$ cat src/rtl/averager_counter_seq_if.sv
// averager_counter_seq_if
// Bundles the sample strobe, control/config inputs and status outputs of the
// averager sequencing core.
//   master : software/ADC side (drives clken, restart, config, trig, avg_on)
//   slave  : sequencer core (drives ready, wen, valid, address, counters, flags)
interface averager_counter_seq_if #(
  parameter int FAST_COUNT_WIDTH = 13,
  parameter int SLOW_COUNT_WIDTH = 19,
  parameter int ADDR_SHIFT       = 2
);
  logic                                   clken;
  logic                                   restart;
  logic [FAST_COUNT_WIDTH-1:0]            count_max;
  logic [SLOW_COUNT_WIDTH-1:0]            n_avg_target;
  logic                                   trig_mode;
  logic                                   trig;
  logic                                   avg_on;
  logic                                   ready;
  logic                                   wen;
  logic                                   valid;
  logic [FAST_COUNT_WIDTH+ADDR_SHIFT-1:0] address;
  logic [SLOW_COUNT_WIDTH-1:0]            slow_count;
  logic [SLOW_COUNT_WIDTH-1:0]            n_avg;
  logic                                   clr_fback;
  logic                                   avg_on_out;
  logic                                   done;
  logic                                   ovf;

  modport master (
    output clken, restart, count_max, n_avg_target, trig_mode, trig, avg_on,
    input  ready, wen, valid, address, slow_count, n_avg, clr_fback,
           avg_on_out, done, ovf
  );

  modport slave (
    input  clken, restart, count_max, n_avg_target, trig_mode, trig, avg_on,
    output ready, wen, valid, address, slow_count, n_avg, clr_fback,
           avg_on_out, done, ovf
  );
endinterface

$ cat src/rtl/averager_counter_seq.sv
// averager_counter_seq
// Timing/sequencing core of the BRAM feedback averager. Generates the
// per-sample accumulator address, counts accumulated periods and decides when
// the accumulated record is written out (restart, auto-stop or trigger-gated).
// Ports:
//   clk   : clock, all logic on posedge
//   srst  : synchronous active-high reset
//   bus   : averager_counter_seq_if.slave (strobe, config, status)
//
// state | meaning
// ACC   | accumulating periods, wen=0
// WRITE | result-write period, wen=1
module averager_counter_seq #(
  parameter int FAST_COUNT_WIDTH = 13,
  parameter int SLOW_COUNT_WIDTH = 19,
  parameter int CLKEN_DELAY      = 2,
  parameter int ADDR_SHIFT       = 2,
  parameter int CLR_LEAD         = 2
) (
  input logic clk,
  input logic srst,
  averager_counter_seq_if.slave bus
);
  localparam int AW  = FAST_COUNT_WIDTH + ADDR_SHIFT;
  localparam int SW1 = SLOW_COUNT_WIDTH + 1;

  typedef enum logic {ACC, WRITE} state_t;

  state_t                      state;
  logic [CLKEN_DELAY-1:0]      ce_pipe;
  logic [FAST_COUNT_WIDTH-1:0] fast_count;
  logic [FAST_COUNT_WIDTH-1:0] count_max_reg;
  logic                        trig_mode_reg;
  logic                        wait_trig;
  logic                        pending;
  logic                        avg_stage0;
  logic                        avg_stage1;

  logic                        ce;
  logic                        at_end;
  logic                        period_end;
  logic                        clr_point;
  logic                        slow_full;
  logic [SLOW_COUNT_WIDTH-1:0] slow_next;
  logic [SW1-1:0]              slow_plus2;
  logic                        go;

  assign ce         = ce_pipe[CLKEN_DELAY-1];
  assign at_end     = (fast_count == count_max_reg);
  assign period_end = ce & ~wait_trig & at_end;
  assign clr_point  = ce & (fast_count == count_max_reg - FAST_COUNT_WIDTH'(CLR_LEAD));
  assign slow_full  = &bus.slow_count;
  assign slow_next  = slow_full ? bus.slow_count : bus.slow_count + SLOW_COUNT_WIDTH'(1);
  // One extra bit so slow_count+2 cannot wrap near all-ones. Uses the
  // pre-increment count: the period now ending is the (slow_count+1)th,
  // and the write period that follows is counted too.
  assign slow_plus2 = {1'b0, bus.slow_count} + SW1'(2);
  // pending is the registered flag, so a restart landing on this very
  // period_end only takes effect at the next one.
  assign go         = pending | ((bus.n_avg_target != '0) &&
                                 (slow_plus2 >= {1'b0, bus.n_avg_target}));

  // While waiting for a trigger the strobe carrying trig is sample 0.
  assign bus.valid   = ce & (~wait_trig | bus.trig);
  assign bus.address = AW'(fast_count) << ADDR_SHIFT;

  always_ff @(posedge clk) begin
    if (srst) begin
      state          <= ACC;
      ce_pipe        <= '0;
      fast_count     <= '0;
      count_max_reg  <= '1;
      trig_mode_reg  <= 1'b0;
      wait_trig      <= 1'b0;
      pending        <= 1'b0;
      avg_stage0     <= 1'b0;
      avg_stage1     <= 1'b0;
      bus.ready      <= 1'b1;
      bus.wen        <= 1'b0;
      bus.slow_count <= '0;
      bus.n_avg      <= '0;
      bus.clr_fback  <= 1'b0;
      bus.avg_on_out <= 1'b0;
      bus.done       <= 1'b0;
      bus.ovf        <= 1'b0;
    end else begin
      ce_pipe[0] <= bus.clken;
      for (int i = 1; i < CLKEN_DELAY; i++) ce_pipe[i] <= ce_pipe[i-1];

      bus.done <= 1'b0;

      if (ce) begin
        if (wait_trig) begin
          if (bus.trig) begin
            wait_trig  <= 1'b0;
            fast_count <= FAST_COUNT_WIDTH'(1);
          end
        end else if (at_end) begin
          fast_count <= '0;
          if (trig_mode_reg) wait_trig <= 1'b1;
        end else begin
          fast_count <= fast_count + FAST_COUNT_WIDTH'(1);
        end
      end

      case (state)
        ACC: begin
          if (bus.restart & ce & bus.ready) begin
            pending   <= 1'b1;
            bus.ready <= 1'b0;
          end
          if (period_end) begin
            bus.slow_count <= slow_next;
            if (slow_full) bus.ovf <= 1'b1;
            // Overrides a same-cycle restart so auto-stop + restart is one write.
            if (go) begin
              state     <= WRITE;
              bus.wen   <= 1'b1;
              pending   <= 1'b0;
              bus.ready <= 1'b0;
            end
          end
        end
        WRITE: begin
          // avg_on is staged twice: the value sampled now governs the next
          // accumulation, and is reported one write later.
          if (clr_point) begin
            bus.clr_fback <= ~bus.avg_on;
            avg_stage0    <= bus.avg_on;
            avg_stage1    <= avg_stage0;
          end
          if (period_end) begin
            bus.n_avg      <= slow_next;
            bus.slow_count <= '0;
            bus.wen        <= 1'b0;
            bus.ready      <= 1'b1;
            bus.done       <= 1'b1;
            count_max_reg  <= bus.count_max;
            trig_mode_reg  <= bus.trig_mode;
            bus.avg_on_out <= avg_stage1;
            state          <= ACC;
          end
        end
        default: state <= ACC;
      endcase
    end
  end
endmodule
$ cat src/flat_wrapper.sv
// flat-port wrapper written by rule: the top's interface ports become plain ports
module averager_counter_seq_flat 
#(
  parameter int FAST_COUNT_WIDTH = 13,
  parameter int SLOW_COUNT_WIDTH = 19,
  parameter int CLKEN_DELAY      = 2,
  parameter int ADDR_SHIFT       = 2,
  parameter int CLR_LEAD         = 2
)
  (clk, srst, bus_clken, bus_restart, bus_count_max, bus_n_avg_target, bus_trig_mode, bus_trig, bus_avg_on, bus_ready, bus_wen, bus_valid, bus_address, bus_slow_count, bus_n_avg, bus_clr_fback, bus_avg_on_out, bus_done, bus_ovf);
  averager_counter_seq_if #(.FAST_COUNT_WIDTH(FAST_COUNT_WIDTH), .SLOW_COUNT_WIDTH(SLOW_COUNT_WIDTH), .ADDR_SHIFT(ADDR_SHIFT)) bus_i ();
  input logic clk;
  input logic srst;
  input wire logic [$bits(bus_i.clken)-1:0] bus_clken;
  input wire logic [$bits(bus_i.restart)-1:0] bus_restart;
  input wire logic [$bits(bus_i.count_max)-1:0] bus_count_max;
  input wire logic [$bits(bus_i.n_avg_target)-1:0] bus_n_avg_target;
  input wire logic [$bits(bus_i.trig_mode)-1:0] bus_trig_mode;
  input wire logic [$bits(bus_i.trig)-1:0] bus_trig;
  input wire logic [$bits(bus_i.avg_on)-1:0] bus_avg_on;
  output wire logic [$bits(bus_i.ready)-1:0] bus_ready;
  output wire logic [$bits(bus_i.wen)-1:0] bus_wen;
  output wire logic [$bits(bus_i.valid)-1:0] bus_valid;
  output wire logic [$bits(bus_i.address)-1:0] bus_address;
  output wire logic [$bits(bus_i.slow_count)-1:0] bus_slow_count;
  output wire logic [$bits(bus_i.n_avg)-1:0] bus_n_avg;
  output wire logic [$bits(bus_i.clr_fback)-1:0] bus_clr_fback;
  output wire logic [$bits(bus_i.avg_on_out)-1:0] bus_avg_on_out;
  output wire logic [$bits(bus_i.done)-1:0] bus_done;
  output wire logic [$bits(bus_i.ovf)-1:0] bus_ovf;
  assign bus_i.clken = bus_clken;
  assign bus_i.restart = bus_restart;
  assign bus_i.count_max = bus_count_max;
  assign bus_i.n_avg_target = bus_n_avg_target;
  assign bus_i.trig_mode = bus_trig_mode;
  assign bus_i.trig = bus_trig;
  assign bus_i.avg_on = bus_avg_on;
  assign bus_ready = bus_i.ready;
  assign bus_wen = bus_i.wen;
  assign bus_valid = bus_i.valid;
  assign bus_address = bus_i.address;
  assign bus_slow_count = bus_i.slow_count;
  assign bus_n_avg = bus_i.n_avg;
  assign bus_clr_fback = bus_i.clr_fback;
  assign bus_avg_on_out = bus_i.avg_on_out;
  assign bus_done = bus_i.done;
  assign bus_ovf = bus_i.ovf;
  averager_counter_seq #(.FAST_COUNT_WIDTH(FAST_COUNT_WIDTH), .SLOW_COUNT_WIDTH(SLOW_COUNT_WIDTH), .CLKEN_DELAY(CLKEN_DELAY), .ADDR_SHIFT(ADDR_SHIFT), .CLR_LEAD(CLR_LEAD)) u_core (.clk(clk), .srst(srst), .bus(bus_i));
endmodule
$ cat config.mk
export PLATFORM = sky130hd
export DESIGN_NAME = averager_counter_seq_flat
export DESIGN_NICKNAME = d
export VERILOG_FILES = /design/src/rtl/averager_counter_seq_if.sv /design/src/rtl/averager_counter_seq.sv /design/src/flat_wrapper.sv
export SDC_FILE = /design/constraint.sdc
export NUM_CORES = 1
export LEC_CHECK = 0
export ABC_AREA = 1
export BUFFER_PORTS_ARGS = -buffer_cell sky130_fd_sc_hd__buf_2
export CORE_ASPECT_RATIO = 0.6
export CORE_MARGIN = 1.5
export CORE_UTILIZATION = 35
export DETAILED_ROUTE_END_ITERATION = 7
export GPL_ROUTABILITY_DRIVEN = 1
export MAX_ROUTING_LAYER = met4
export PLACE_DENSITY = 0.6
export SYNTH_ARGS = -nofsm -noshare
export SYNTH_HDL_FRONTEND = slang
export SYNTH_SLANG_ARGS = --single-unit
$ cat constraint.sdc
create_clock -name clk -period 5.4 [get_ports clk]
set_clock_uncertainty 0.15 [all_clocks]
set_input_delay 0 -clock clk [delete_from_list [all_inputs] [get_ports clk]]
set_output_delay 0 -clock clk [all_outputs]
set_load 0.005 [all_outputs]
==> results.toml <==
[synth]
synth-edff-count = 0
yosysMostFrequentCell = "nand2_1"
synthMuxAreaShare_pct = 0.2375
synth-seq-cells = 78
synth_top_flop_cell = "dfxtp_1"
synthCells = 698
synth-simple-area-share_pct = 33.41
synth_top_area_share_pct = 32.94
netlist_area_um2 = 4741
synth_compound_area_share_pct = 8.419
synth-xor-area-share_pct = 8.630
yosys.area_share.adder_pct = 6.070
ys_warn_count = 0
yosysSeqAreaShare_pct = 32.94
syn_area_per_cell_um2 = 6.792
synth_top_family_by_area = "simple AND/OR/NAND/NOR gates"
synth_commonest_cells = "174 x nand2_1, 94 x nor2_1, 84 x inv_1"
async_flop_share_pct = 0
synth_cell_types = 39
synth_area_leaders = "dfxtp_1 33%, nand2_1 14%, nor2_1 7.4%, inv_1 6.7%, nand3_1 6.1%"
yosysTopAreaCell = "dfxtp_1"

[power_and_ir_drop]
p_leak_nw = 2.753
switching_share_pct = 23.64
p_seq_share_pct = 45.6
vdd_drop_max_mv = 0.1242
clock_power_share_pct = 49.2
powerDensity_nw_per_um2 = 220.1
intPower_uw = 969.5
power_switching_uw = 300.2
combPwrFrac_pct = 5.2

[final_layout]
drive_gt1_share_pct = 17.91
fin_cells = 974
top_regs = "u_core.bus.n_avg (19), u_core.bus.slow_count (19)"
syn2layout_area_growth_pct = 21.69
final_nets = 861
multi_input_area_um2 = 2699
ff_latch_area_um2 = 1562
antennaDiodeCount = 0
fill_cells = 1370

[global_routing]
grt_pass1_vias = 4155
grt_pass1_wl_mm = 22.85
grt_overflow = 0
grt_max_degree = 31
antenna_found_initial = 0
grt_usage_pct = 21.27

[die]
core-area_um2 = 13010
rows = 32
die-width_um = 153.3
initial_core_util_pct = 36.43
die_h_um = 93.15
boundaryPins = 99
die_area_um2 = 14280

[flow_run]
maxCapViolations = 0

[clocking]
clock_sinks = 78
cts_max_level = 3
cts_tree = "done"
clk_path_buf_depth = 2
clkLatencyLatePin_ns = 0.33
cts_root_buf = "clkbuf_16"
clk_pin_slew_worst_paths_ns = 0.07
cts_made_buffers = 9

[sta]
timing.final.crit_period_ns = 3.217
rsz0062_at_grt = "no"
finalCritPeriodShare_pct = 59.58
tns_ns = 0
slew_headroom_pct = 43.52
setup_viol = 0
hold_viol = 0
tightestPinTransition_ns = 0.8441
slew_violations = 0
fmax_mhz = 310.8

[routing]
drt_iter0_drc = 433
wl_mm = 14.24
via_per_inst = 4.785
dr.pass1.iters = 7
ant_nets = 0
drc = 7
vias = 4661
drt-wirelength-per-cell_um = 14.62

[critical_path]
cp-end-kind = "flip-flop"
worstSetupEndpoint = "u_core.state$_SDFF_PP0_"
path_class = "flip-flop to flip-flop"
r2r-start = "u_core.bus.slow_count[1]$_SDFFE_PP0P_"
crit_path_start = "u_core.bus.slow_count[1]$_SDFFE_PP0P_"
critPathRequiredTime_ns = 5.44
arrival_ns = 3.25
rrSetupSlack_ns = 2.18
cp_max_fo = 5
worstReg2RegEnd = "u_core.state$_SDFF_PP0_"
ff2ff_path_depth = 19
startpoint_type = "flip-flop"

[placed_design]
gp_congestion = 0.9727
dp_hpwl_mm = 11.05
io_buffers = 96
place_inst = 940

[min_path]
whs_path_depth = 2
hp-class = "primary input to flip-flop"

[outcome]
violations = "design-rule violations"
outcome = "finished with violations"
## metrics by stage
stage	setup slack (ns)	power (mW)	area (um^2)	util, %	hold slack [ns]
6_report	2.183	1.270	5769	44.34	0.06388
5_1_grt	1.975	1.315	5769	44.34	0.07272
4_1_cts	2.242	1.279	5769	44.34	0.04808
3_5_place_dp	2.291	0.6482	5284	40.61	0.06381
3_3_place_gp	2.226	0.6485	5284	40.61	0.06126
2_1_floorplan	2.830	0.6225	4745	-	-0.04687
## power groups by stage
stage               sequential (mW)  clock (mW)  combinational (mW)
floorplan                     0.592           0              0.0308
global placement              0.592           0              0.0563
detailed placement            0.592           0              0.0560
CTS                           0.579       0.633              0.0663
global route                  0.579       0.661              0.0752
finish                        0.579       0.625              0.0660
## area by class of cell
| cell class | count | share of cell area [%] |
|---|---|---|
| clock inverter | 7 | 1.388 |
| sequential | 78 | 27.07 |
| timing repair buffer | 115 | 11.58 |
| inverter | 86 | 5.595 |
| multi-input combinational | 509 | 46.78 |
| clock buffer | 9 | 3.904 |
| tap | 170 | 3.687 |
## critical path: stages, from the launching register on
cell	delay (ns)
dfxtp_1	0.45
ha_1	0.26
nand2_1	0.07
inv_1	0.09
nand2_1	0.12
nor2_2	0.23
nand2_1	0.09
xnor2_1	0.36
ha_1	0.33
nand2_1	0.07
nand2_1	0.04
nand2_1	0.05
a21o_1	0.11
nand3_1	0.11
nor2_1	0.13
nand2_1	0.06
nand2_1	0.10
nand2_1	0.10
nand2_1	0.09
a21oi_1	0.06
## cell families (layout without fill, tap and decap cells)
group,count (synthesis),in the layout
flip-flops,78,78
other,1,2
XOR/XNOR,45,45
AND/OR/NAND/NOR,367,367
AO/OA/AOI/OAI,71,71
multiplexers,1,1
buffers and inverters,112,217
adder cells (fa/ha/maj),23,23
## worst min path at each step
stage | from | end | slack, ns
2_1_floorplan | bus_trig_mode | u_core.trig_mode_reg$_SDFFE_PP0P_ | -0.05
3_3_place_gp | bus_trig_mode | u_core.trig_mode_reg$_SDFFE_PP0P_ | 0.06
3_5_place_dp | bus_trig_mode | u_core.trig_mode_reg$_SDFFE_PP0P_ | 0.06
4_1_cts | srst | u_core.ce_pipe[1]$_SDFF_PP0_ | 0.05
5_1_grt | srst | u_core.ce_pipe[0]$_SDFF_PP0_ | 0.07
6_report | srst | u_core.ce_pipe[0]$_SDFF_PP0_ | 0.06
## routing by layer
layer / up-vias / wire length, um / track usage, % / share of wire, %
met3: 4 / 985 / 4.171 / 6.9
met2: 158 / 4863 / 25.27 / 34
met5: - / 0 / - / 0
met4: 0 / 48 / 3.595 / 0.34
li1: 2415 / - / - / -
met1: 2084 / 8342 / 34.95 / 59
## repair_timing
item	in CTS	in global routing
hold endpoints to repair	20	0
resized for setup	0	0
buffers inserted	0	0
hold buffers	18	0
## cells in the final DEF (no fill, tap or decap), types with 2 or more instances in the layout
| cell | n |
|---|---|
| inv_1 | 84 |
| dlygate4sd3_1 | 18 |
| clkinvlp_4 | 2 |
| nand3_1 | 58 |
| nor4_1 | 5 |
| nand2_2 | 3 |
| dfxtp_1 | 78 |
| a21o_1 | 2 |
| clkbuf_16 | 9 |
| o22ai_1 | 3 |
| nor2_1 | 94 |
| xor2_1 | 26 |
| buf_2 | 96 |
| a21oi_1 | 37 |
| ha_1 | 23 |
| conb_1 | 2 |
| or2_2 | 3 |
| nand4_1 | 9 |
| inv_2 | 2 |
| inv_6 | 3 |
| o21ai_0 | 17 |
| o21ai_2 | 7 |
| nand2_1 | 174 |
| nand2_4 | 2 |
| xnor2_2 | 2 |
| nor2_4 | 2 |
| nor2_2 | 6 |
| nor3_1 | 8 |
| xnor2_1 | 17 |
(Power assumes the default switching activity.)
